--- src/rtl/queue_pkg.sv ---
// Shared operation encodings and default depth for the byte queue and its host-side driver.
package queue_pkg;

  localparam int unsigned QUEUE_DEPTH = 8;

  typedef enum logic [1:0] {
    OP_IDLE = 2'b00,
    OP_ENQ  = 2'b01,
    OP_DEQ  = 2'b10,
    OP_CLR  = 2'b11
  } queue_op_e;

endpackage

--- src/rtl/queue_driver.sv ---
// Host front end for the byte queue: arbitrates clear/read/write into registered ops,
// tracks a shadow occupancy count, and returns dequeued bytes. QUEUE_DRV_STATS_EN adds drop_cnt.
module queue_driver
  import queue_pkg::*;
#(
  parameter int unsigned DEPTH  = QUEUE_DEPTH,
  parameter int unsigned DATA_W = 8
) (
  input  logic              clk,
  input  logic              rst,
  input  logic              wr_valid,
  input  logic [DATA_W-1:0] wr_data,
  output logic              wr_ready,
  input  logic              rd_req,
  input  logic              clr_req,
  output logic              rd_valid,
  output logic [DATA_W-1:0] rd_data,
  output logic              rd_err,
  output logic              sync_err,
  output logic [1:0]        op,
  output logic [DATA_W-1:0] q_in,
  input  logic [DATA_W-1:0] q_out,
  input  logic              q_empty,
  input  logic              q_full
`ifdef QUEUE_DRV_STATS_EN
  ,
  output logic [7:0]        drop_cnt
`endif
);

  localparam int unsigned CW = $clog2(DEPTH + 1);
  localparam logic [CW-1:0] FULL_CNT = CW'(DEPTH);

  queue_op_e         op_q, op_d, op_prev_q;
  logic [DATA_W-1:0] q_in_q, q_in_d;
  logic [CW-1:0]     shadow_q, shadow_d;
  logic              s1_q, s1_d, s2_q, s2_d;
  logic              rd_valid_q, rd_valid_d;
  logic [DATA_W-1:0] rd_data_q, rd_data_d;
  logic              rd_err_q, rd_err_d;
  logic              sync_err_q, sync_err_d;

  assign wr_ready = !clr_req && !rd_req && (shadow_q < FULL_CNT);

  always_comb begin
    op_d       = OP_IDLE;
    q_in_d     = q_in_q;
    shadow_d   = shadow_q;
    s1_d       = 1'b0;
    s2_d       = s1_q;
    rd_err_d   = 1'b0;
    rd_valid_d = s2_q;
    rd_data_d  = s2_q ? q_out : rd_data_q;
    sync_err_d = sync_err_q;

    if (clr_req) begin
      if (shadow_q != '0) begin
        op_d     = OP_CLR;
        shadow_d = '0;
        s2_d     = 1'b0;  // squash a read issued last cycle; its byte is flushed
      end
    end else if (rd_req) begin
      if (shadow_q != '0) begin
        op_d     = OP_DEQ;
        shadow_d = shadow_q - 1'b1;
        s1_d     = 1'b1;
      end else begin
        rd_err_d = 1'b1;
      end
    end else if (wr_valid && wr_ready) begin
      op_d     = OP_ENQ;
      q_in_d   = wr_data;
      shadow_d = shadow_q + 1'b1;
    end

    // Only trust queue status once two idle cycles have let any issued op land.
    if (op_q == OP_IDLE && op_prev_q == OP_IDLE &&
        ((q_empty != (shadow_q == '0)) || (q_full != (shadow_q == FULL_CNT)))) begin
      sync_err_d = 1'b1;
    end
  end

  always_ff @(posedge clk) begin
    if (rst) begin
      op_q       <= OP_IDLE;
      op_prev_q  <= OP_IDLE;
      q_in_q     <= '0;
      shadow_q   <= '0;
      s1_q       <= 1'b0;
      s2_q       <= 1'b0;
      rd_valid_q <= 1'b0;
      rd_data_q  <= '0;
      rd_err_q   <= 1'b0;
      sync_err_q <= 1'b0;
    end else begin
      op_q       <= op_d;
      op_prev_q  <= op_q;
      q_in_q     <= q_in_d;
      shadow_q   <= shadow_d;
      s1_q       <= s1_d;
      s2_q       <= s2_d;
      rd_valid_q <= rd_valid_d;
      rd_data_q  <= rd_data_d;
      rd_err_q   <= rd_err_d;
      sync_err_q <= sync_err_d;
    end
  end

  assign op       = op_q;
  assign q_in     = q_in_q;
  assign rd_valid = rd_valid_q;
  assign rd_data  = rd_data_q;
  assign rd_err   = rd_err_q;
  assign sync_err = sync_err_q;

`ifdef QUEUE_DRV_STATS_EN
  logic [7:0] drop_q, drop_d;
  logic [1:0] drop_inc;
  logic [8:0] drop_sum;

  always_comb begin
    drop_inc = {1'b0, wr_valid && !wr_ready} + {1'b0, rd_err_d};
    drop_sum = {1'b0, drop_q} + {7'b0, drop_inc};
    drop_d   = drop_sum[8] ? 8'hFF : drop_sum[7:0];
  end

  always_ff @(posedge clk) begin
    if (rst) drop_q <= '0;
    else     drop_q <= drop_d;
  end

  assign drop_cnt = drop_q;
`endif

endmodule

--- config.mk ---
export PLATFORM = sky130hd
export DESIGN_NAME = queue_driver
export DESIGN_NICKNAME = d
export VERILOG_FILES = /design/src/rtl/queue_pkg.sv /design/src/rtl/queue_driver.sv
export SDC_FILE = /design/constraint.sdc
export NUM_CORES = 1
export LEC_CHECK = 0
export ABC_AREA = 1
export ABC_CLOCK_PERIOD_IN_PS = 1400
export BUFFER_PORTS_ARGS = -buffer_cell sky130_fd_sc_hd__buf_2
export CAP_MARGIN = 40
export CORE_MARGIN = 2
export CORE_UTILIZATION = 30
export CTS_CLUSTER_DIAMETER = 50
export DETAILED_ROUTE_END_ITERATION = 7
export PLACE_DENSITY = 0.58
export SLEW_MARGIN = 5
export SYNTH_ARGS = -nofsm -noshare
export SYNTH_HDL_FRONTEND = slang
export SYNTH_SLANG_ARGS = --single-unit
--- constraint.sdc ---
create_clock -name clk -period 1.4 [get_ports clk]
set_input_delay 0.21 -clock clk [delete_from_list [all_inputs] [get_ports clk]]
set_output_delay 0.21 -clock clk [all_outputs]
set_load 0.02 [all_outputs]
**After elaboration in Yosys (flattened, before gate mapping)**

Cells that the tools add are included.

- Reduce and logical (&&, ||, !) cells: 16
- Magnitude comparators: 1
- Add/subtract/negate cells: 2
- Bitwise logic cells: 2
- Eq/ne operators: 5
- Muxes and demuxes: 14

Operators by type and width:

| cell | count |
|---|---|
| $mux W4 | 5 |
| $mux W2 | 4 |
| $reduce_and A3 Y1 | 2 |
| $logic_and A1 B1 Y1 | 5 |
| $mux W1 | 5 |
| $add A4 B1 Y4 const B | 1 |
| $eq A4 B4 Y1 const B | 1 |
| $logic_not A2 Y1 | 2 |
| $logic_not A4 Y1 | 1 |
| $lt A4 B4 Y1 const B | 1 |
| $ne A2 B1 Y1 const B | 2 |
| $reduce_bool A4 Y1 | 1 |
| $sub A4 B1 Y4 const B | 1 |
| $reduce_bool A3 Y1 | 1 |
| $reduce_or A3 Y1 | 1 |
| $logic_not A1 Y1 | 2 |
| $ne A1 B1 Y1 | 2 |
| $not A1 Y1 | 2 |
| $logic_or A1 B1 Y1 | 1 |

- Register bits: 29
- Logic and storage cells: 50
- Input port bits: 23
- Output and inout port bits: 22

**Logic depth before layout (Yosys ltp)**

Gate-level depths: netlist (run 1).

- Depth in word-level cells: 7
- Depth in mapped cells: 9
- Gate-level depth less buffers: 9

**Least setup slack after synthesis (run 1)**

OpenSTA, ideal clock, no wires.

- Kind: register -> register
- From: register shadow_q[2]
- To: register shadow_q[3]
- Clock period less this slack: 1.329 ns
- Setup time: 0.129 ns
- Path buffers: 0
- Cell stages (with the launch flop): 9
- Arrival time: 1.200 ns
- Setup slack: 0.071 ns
- Data required time: 1.271 ns
- Cell sequence: dfxtp_1 > ha_1 > or2_2 > nand2_1 > nand2_1 > nand2_1 > nor2_1 > nor2_1 > nor2_1

- Cells in the longest elaborated chain, start to end: 5
- Elaborated cells between the ends (all ways): 14
- Classes of those cells: add/sub (2); order compare (1); eq/ne (2); mux (4); reduce/logical (5)

RTL lines:

| item | line | source |
|---|---|---|
| from (decl) | queue_driver.sv:36 | `logic [CW-1:0] shadow_q, shadow_d;` |
| from (signal assigned) | queue_driver.sv:99 | `shadow_q <= shadow_d;` |
| $lt A4 B4 Y1 | queue_driver.sv:43 | `assign wr_ready = !clr_req && !rd_req && (shadow_q < FULL_CNT);` |
| $logic_and A1 B1 Y1 | queue_driver.sv:43 |  |
| $logic_and A1 B1 Y1 | queue_driver.sv:70 | `end else if (wr_valid && wr_ready) begin` |
| $reduce_bool A3 Y1 (no source line) | - |  |
| $reduce_and A3 Y1 (no source line) | - |  |

Several ways; a longest one is shown, not always the timed one. The select of a mux whose other input is x is not followed.
A chain may end at the register's enable or synchronous reset.

**Final worst setup path (run 1)**

Same ends and word-level chain as after synthesis.

==> flow_metrics.env, run 1 <==
export IMPL_run_status="completed"
export IMPL_grt_antenna_before_repair=0
export IMPL_tightest_slew_ns=0.278
export IMPL_vias=1121
export IMPL_hold_viol=0
export IMPL_cts_sinks=29
export IMPL_setup_viol=0
export IMPL_drc=0
export IMPL_cts_root_buf="clkbuf_8"
export IMPL_die_h_um=67.6
export IMPL_cp_startpoint="shadow_q[2]"
export IMPL_hold_buffers=0
export IMPL_fin_tns_setup_ns=0
export IMPL_cts_setup_buffers=0
export IMPL_slew_viol_final=0
export IMPL_grtUsageTotal_pct=12.1
export IMPL_finClkSkew_ns=0.00274
export IMPL_fmaxAchievable_mhz=791
export IMPL_peakVddDrop_mv=0.586
export IMPL_critPathLaunchType="flop"
export IMPL_nFillCells=408
export IMPL_critPathArrivalTime_ns=1.44
export IMPL_whs_ns=0.175
export IMPL_timing_rr_end="shadow_q[3]"
export IMPL_core_area_um2=3940
export IMPL_ys_types=22
export IMPL_worstRegToRegCells=8
export IMPL_layout_setup_ws_ns=0.136
export IMPL_clock_power_share_pct=41.3
export IMPL_cts_resized=0
export IMPL_fin_nets=238
export IMPL_num_io_pins=45
export IMPL_ys_ff_latch=29
export IMPL_cts_tree="built"
export IMPL_p_int_w=0.00159
export IMPL_post_place_ws_ns=0.0517
export IMPL_power_density_nw_per_um2=1280
export IMPL_drt_iter0_markers=32
export IMPL_first_global_vias=902
export IMPL_viasPerCell=4.26
export IMPL_rsz0062_at_grt="false"
export IMPL_ys_seq_area_share_pct=47.9
export IMPL_grt_overflow_total=0
export IMPL_p_sw_share_pct=25.5
export IMPL_period_share_pct=90.3
export IMPL_fin_crit_ns=1.26
export IMPL_syn_area_per_cell_um2=7.67
export IMPL_gp_congestion=0.721
export IMPL_drt_pass1_iter_count=4
export IMPL_ant_nets=0
export IMPL_drive_above_1_share_pct=36.6
export IMPL_rows=23
export IMPL_yosysWarnings=0
export IMPL_netlist_area_um2=1210
export IMPL_numPortBuffers=44
export IMPL_clkTransAtPathRegs_ns=0.06
export IMPL_p_seq_share_pct=42.0
export IMPL_cp_max_fo=2
export IMPL_yosysTopAreaCellShare_pct=47.9
export IMPL_initial_core_util_pct=30.8
export IMPL_grt_max_degree=21
export IMPL_clock_latency_ns=0.28
export IMPL_die_width_um=67.6
export IMPL_cp_required_ns=1.57
export IMPL_comb_power_share_pct=16.8
export IMPL_crit_end="shadow_q[3]"
export IMPL_netSwitchingPower_w=0.000546
export IMPL_wl_per_cell_um=9.94
export IMPL_drt_total_wl_um=2610
export IMPL_num_antenna_cells=0
export IMPL_cts_max_level=2
export IMPL_hold_path_class="in2reg"
export IMPL_netlist_instances=158
export IMPL_worstHoldStart="q_out[0]"
export IMPL_rr_startpoint="shadow_q[2]"
export IMPL_maxCapViolations=0
export IMPL_ff2ff_setup_slack_ns=0.14
export IMPL_numCtsBuffers=5
export IMPL_crit_type="reg2reg"
export IMPL_yosysTopAreaCell="dfxtp_1"
export IMPL_p_leak_nw=0.783
export IMPL_ys_top_cells_by_area="dfxtp_1 (48%), nand2_1 (14%), a21oi_1 (7.4%)"
export IMPL_worstSetupEndpointType="flop"
export IMPL_clk_path_buf_depth=2
export IMPL_slew_headroom_pct=81.3
export IMPL_dp_final_hpwl_um=2010
export IMPL_synth_fp_nets=184
export IMPL_area_growth_pct=38.2
export IMPL_grt_pass1_wl_um=4000
export IMPL_dieArea_um2=4570
## metal layers
metal | vias to the layer above | routed length [um] | GRT usage, % | part of all wire [%]
li1 | 605 | - | - | -
met2 | 30 | 1230 | 18.5 | 47
met5 | - | 0 | 0 | 0
met1 | 482 | 1200 | 14.6 | 46
met4 | 0 | 38 | 6.12 | 1.5
met3 | 4 | 149 | 4.67 | 5.7
## final cells by class
type	instances	area [um^2]	area share, %
Clock buffer	7	86.3	5.15
Timing Repair Buffer	52	293	17.5
Sequential cell	29	582	34.7
Clock inverter	1	30.0	1.79
Tap cell	50	62.6	3.73
Inverter	14	52.6	3.14
Multi-Input combinational cell	110	569	34.0
## critical path: stages (launching register included)
cell	delay [ns]
dfxtp_2	0.34
ha_4	0.19
or2_2	0.28
nand2_1	0.07
nand2_1	0.04
nand2_1	0.06
nor2_1	0.04
nor2_1	0.09
nor2_1	0.04
## flip-flops by register name, summed over array words and instances, names as in the netlist
name	flops
rd_valid	1
rd_data	8
op_prev_q	2
rd_err	1
s1_q	1
rd_valid_d	1
q_in	8
shadow_q	4
sync_err	1
op	2
## power groups by stage
stage / clock network, W / registers, W / logic (W)
2_1_floorplan: 0 / 0.000944 / 0.000204
3_3_place_gp: 0 / 0.000914 / 0.000354
3_5_place_dp: 0 / 0.000915 / 0.000359
4_1_cts: 0.000912 / 0.000897 / 0.000361
5_1_grt: 0.000948 / 0.000902 / 0.000405
6_report: 0.000882 / 0.000897 / 0.000358
## synth_stat cells (all sizes together)
cell type / n
nand3: 14
xor2: 1
or2: 1
fa: 1
clkbuf: 1
nor2: 20
clkinv: 1
inv: 13
dfxtp: 29
buf: 4
ha: 2
nor4: 1
a21oi: 21
nand2: 49
## how the worst min path moves through the flow
stage / to / slack, ns / cells past startpoint
2_1_floorplan: rd_data[0] / 0.35 / 2
6_report: rd_data[0] / 0.17 / 3
3_5_place_dp: rd_valid_d / 0.41 / 2
5_1_grt: rd_data[2] / 0.17 / 3
3_3_place_gp: rd_valid_d / 0.41 / 2
4_1_cts: rd_data[0] / 0.17 / 3
## kinds of logic (layout without fill, tap and decap cells)
| family | Yosys count | count (layout) | share of synthesized area, % |
|---|---|---|---|
| buffers and inverters | 19 | 74 | 6.19 |
| and+or+nand+nor | 85 | 85 | 31.9 |
| xor gates and xnor gates | 1 | 1 | 0.723 |
| DFF | 29 | 29 | 47.9 |
| adders and majority gates | 3 | 3 | 3.71 |
| AOI/OAI and AO/OA | 21 | 21 | 9.60 |
## layout by cell type (no fill, tap or decap), drive strengths merged
master / n
dfxtp: 29
nor2: 20
nor4: 1
clkinv: 1
nand3: 14
bufinv: 1
ha: 2
a21oi: 21
xor2: 1
buf: 52
nand2: 49
fa: 1
inv: 13
clkbuf: 7
or2: 1
## through the flow
step / std cells / cell area [um^2] / power (W) / util, %
after global placement: 255 / 1550 / 0.00127 / 39.2
after global routing: 263 / 1680 / 0.00226 / 42.5
after CTS: 263 / 1660 / 0.00217 / 42.1
after floorplan: 158 / 1210 / 0.00115 / -
final: 263 / 1680 / 0.00214 / 42.5
after detailed placement: 255 / 1550 / 0.00127 / 39.2
No activity file was read; power rests on OpenSTA's default activity.
==> run 2: changes to the inputs <==
--- a/config.mk
+++ b/config.mk
@@ -6,14 +6,13 @@
 export NUM_CORES = 1
 export LEC_CHECK = 0
 export ABC_AREA = 1
-export ABC_CLOCK_PERIOD_IN_PS = 1400
 export BUFFER_PORTS_ARGS = -buffer_cell sky130_fd_sc_hd__buf_2
 export CAP_MARGIN = 40
 export CORE_MARGIN = 2
 export CORE_UTILIZATION = 30
 export CTS_CLUSTER_DIAMETER = 50
 export DETAILED_ROUTE_END_ITERATION = 7
-export PLACE_DENSITY = 0.58
+export PLACE_DENSITY = 0.61
 export SLEW_MARGIN = 5
 export SYNTH_ARGS = -nofsm -noshare
 export SYNTH_HDL_FRONTEND = slang
==> constraint.sdc (replaced) <==
create_clock -name clk -period 1.3 [get_ports clk]
set_input_delay 0.195 -clock clk [delete_from_list [all_inputs] [get_ports clk]]
set_output_delay 0.195 -clock clk [all_outputs]
set_load 0.02 [all_outputs]
==> run 2 against run 1 <==
Final area rose by 0.60%. Clock skew up 0.0042 ns. Final cell count increased by 1.1%. Fmax up 1.4%. Sequential cell count stayed put. Routed wire length increased by 4.9%. Largest power group unchanged.
==> flow_metrics.env, run 2 (synthesized netlist as in run 1, its figures left out) <==
export IMPL_crit_type="reg2reg"
export IMPL_first_global_vias=872
export IMPL_hold_buffers=0
export IMPL_clock_power_share_pct=37.6
export IMPL_cts_tree="built"
export IMPL_ant_nets=0
export IMPL_fin_nets=241
export IMPL_layout_setup_ws_ns=0.0530
export IMPL_drt_iter0_markers=36
export IMPL_p_int_w=0.00158
export IMPL_critPathLaunchType="flop"
export IMPL_gp_congestion=0.852
export IMPL_grt_pass1_wl_um=3900
export IMPL_clock_latency_ns=0.29
export IMPL_fmaxAchievable_mhz=802
export IMPL_total_power_w=0.00220
export IMPL_die_h_um=67.6
export IMPL_wl_per_cell_um=10.3
export IMPL_slew_headroom_pct=82.5
export IMPL_numPortBuffers=44
export IMPL_worstSetupEndpointType="flop"
export IMPL_maxCapViolations=0
export IMPL_clk_path_buf_depth=2
export IMPL_viasPerCell=4.25
export IMPL_mostFrequentLayoutCell="nand2_1"
export IMPL_p_sw_share_pct=28.1
export IMPL_die_width_um=67.6
export IMPL_dieArea_um2=4570
export IMPL_critPathArrivalTime_ns=1.43
export IMPL_drt_pass1_iter_count=5
export IMPL_grt_antenna_before_repair=0
export IMPL_cp_max_fo=4
export IMPL_dp_final_hpwl_um=2010
export IMPL_cts_sinks=29
export IMPL_netSwitchingPower_w=0.000618
export IMPL_cts_root_buf="clkbuf_8"
export IMPL_most_common_layout_cells="nand2_1 (45), buf_2 (44), dfxtp_1 (26), a21oi_1 (18), nor2_1 (15)"
export IMPL_fin_crit_ns=1.25
export IMPL_num_io_pins=45
export IMPL_p_leak_nw=0.792
export IMPL_slew_viol_final=0
export IMPL_grt_overflow_total=0
export IMPL_drt_total_wl_um=2740
export IMPL_comb_power_share_pct=18.2
export IMPL_drive_above_1_share_pct=38.9
export IMPL_period_share_pct=95.9
export IMPL_final_cells=266
export IMPL_grtUsageTotal_pct=11.7
export IMPL_area_growth_pct=39.0
export IMPL_post_place_ws_ns=-0.0428
export IMPL_cts_max_level=2
export IMPL_initial_core_util_pct=30.8
export IMPL_finClkSkew_ns=0.00695
export IMPL_whs_ns=0.150
export IMPL_clkTransAtPathRegs_ns=0.07
export IMPL_rows=23
export IMPL_vias=1130
export IMPL_peakVddDrop_mv=0.529
export IMPL_core_area_um2=3940
export IMPL_p_seq_share_pct=44.1
export IMPL_num_antenna_cells=0
export IMPL_power_density_nw_per_um2=1300
export IMPL_hold_viol=0
export IMPL_setup_viol=0
export IMPL_final_util_pct=42.7
export IMPL_run_status="completed"
export IMPL_hold_path_class="in2reg"
export IMPL_grt_max_degree=17
export IMPL_tightest_slew_ns=0.261
export IMPL_drc=0
export IMPL_dp_cells=256
export IMPL_numCtsBuffers=5
export IMPL_cp_required_ns=1.49
-- run 2: cell count changes in the layout (fill, tap and decap cells not counted), moves of 2 or more --
| cell | before | now |
|---|---|---|
| nor2_2 | 4 | 2 |
| buf_4 | 7 | 11 |
| dfxtp_1 | 28 | 26 |
| nor2_4 | 1 | 3 |
| dfxtp_2 | 1 | 3 |
-- run 2: final timing paths --
path | endpoint | slack (ns) | cells after the start | start
worst max-delay path | shadow_q[3] | 0.05 | 9 | shadow_q[1]
worst min-delay path | rd_data[0] | 0.15 | 3 | q_out[0]
worst max register to register | shadow_q[3] | 0.05 | 9 | shadow_q[1]
worst min register to register | rd_valid_d | 0.42 | 2 | s1_q
-- run 2: worst max-delay path: stages (launching register included) --
cell and delay (ns):
dfxtp_2 0.39, ha_1 0.25, nand2_1 0.06, nand2_1 0.08
nand2_1 0.08, nand2_1 0.05, nand2_1 0.05, nor2_1 0.04
nor2_1 0.10, nor2_1 0.05
-- run 2: power by group through the flow --
stage | Sequential [W] | Combinational [W] | Clock [W]
global placement | 0.000986 | 0.000382 | 0
detailed placement | 0.000986 | 0.000389 | 0
finish | 0.000970 | 0.000401 | 0.000827
floorplan | 0.00102 | 0.000222 | 0
CTS | 0.000967 | 0.000390 | 0.000845
global route | 0.000976 | 0.000452 | 0.000884
-- run 2: stage by stage --
stage	setup TNS [ns]	instance area [um^2]
floorplan	0	1230
global placement	0	1550
detailed placement	-0.0428	1550
CTS	0	1660
global route	-0.0316	1690
finish	0	1690
-- run 2: metal layers --
layer | vias to the layer above | part of all wire (%) | track usage [%]
met5 | - | 0 | 0
met4 | 0 | 0 | 4.59
met3 | 0 | 5.4 | 5.50
met2 | 28 | 48 | 17.9
met1 | 492 | 46 | 14.0
li1 | 610 | - | -
-- run 2: area by class of cell --
type                    instances  area (um^2)
inverters                      14         52.6
flip-flops and latches         29          584
multi-input cells             110          582
fillers                       430         2260
well taps                      50         62.6
clock buffers                   7         96.3
repair buffers                 55          303
clock inverters                 1         5.00
-- run 2: timing repair --
action	CTS	global route
setup buffers	0	2
gates resized for setup	0	5
setup endpoints to repair	0	2
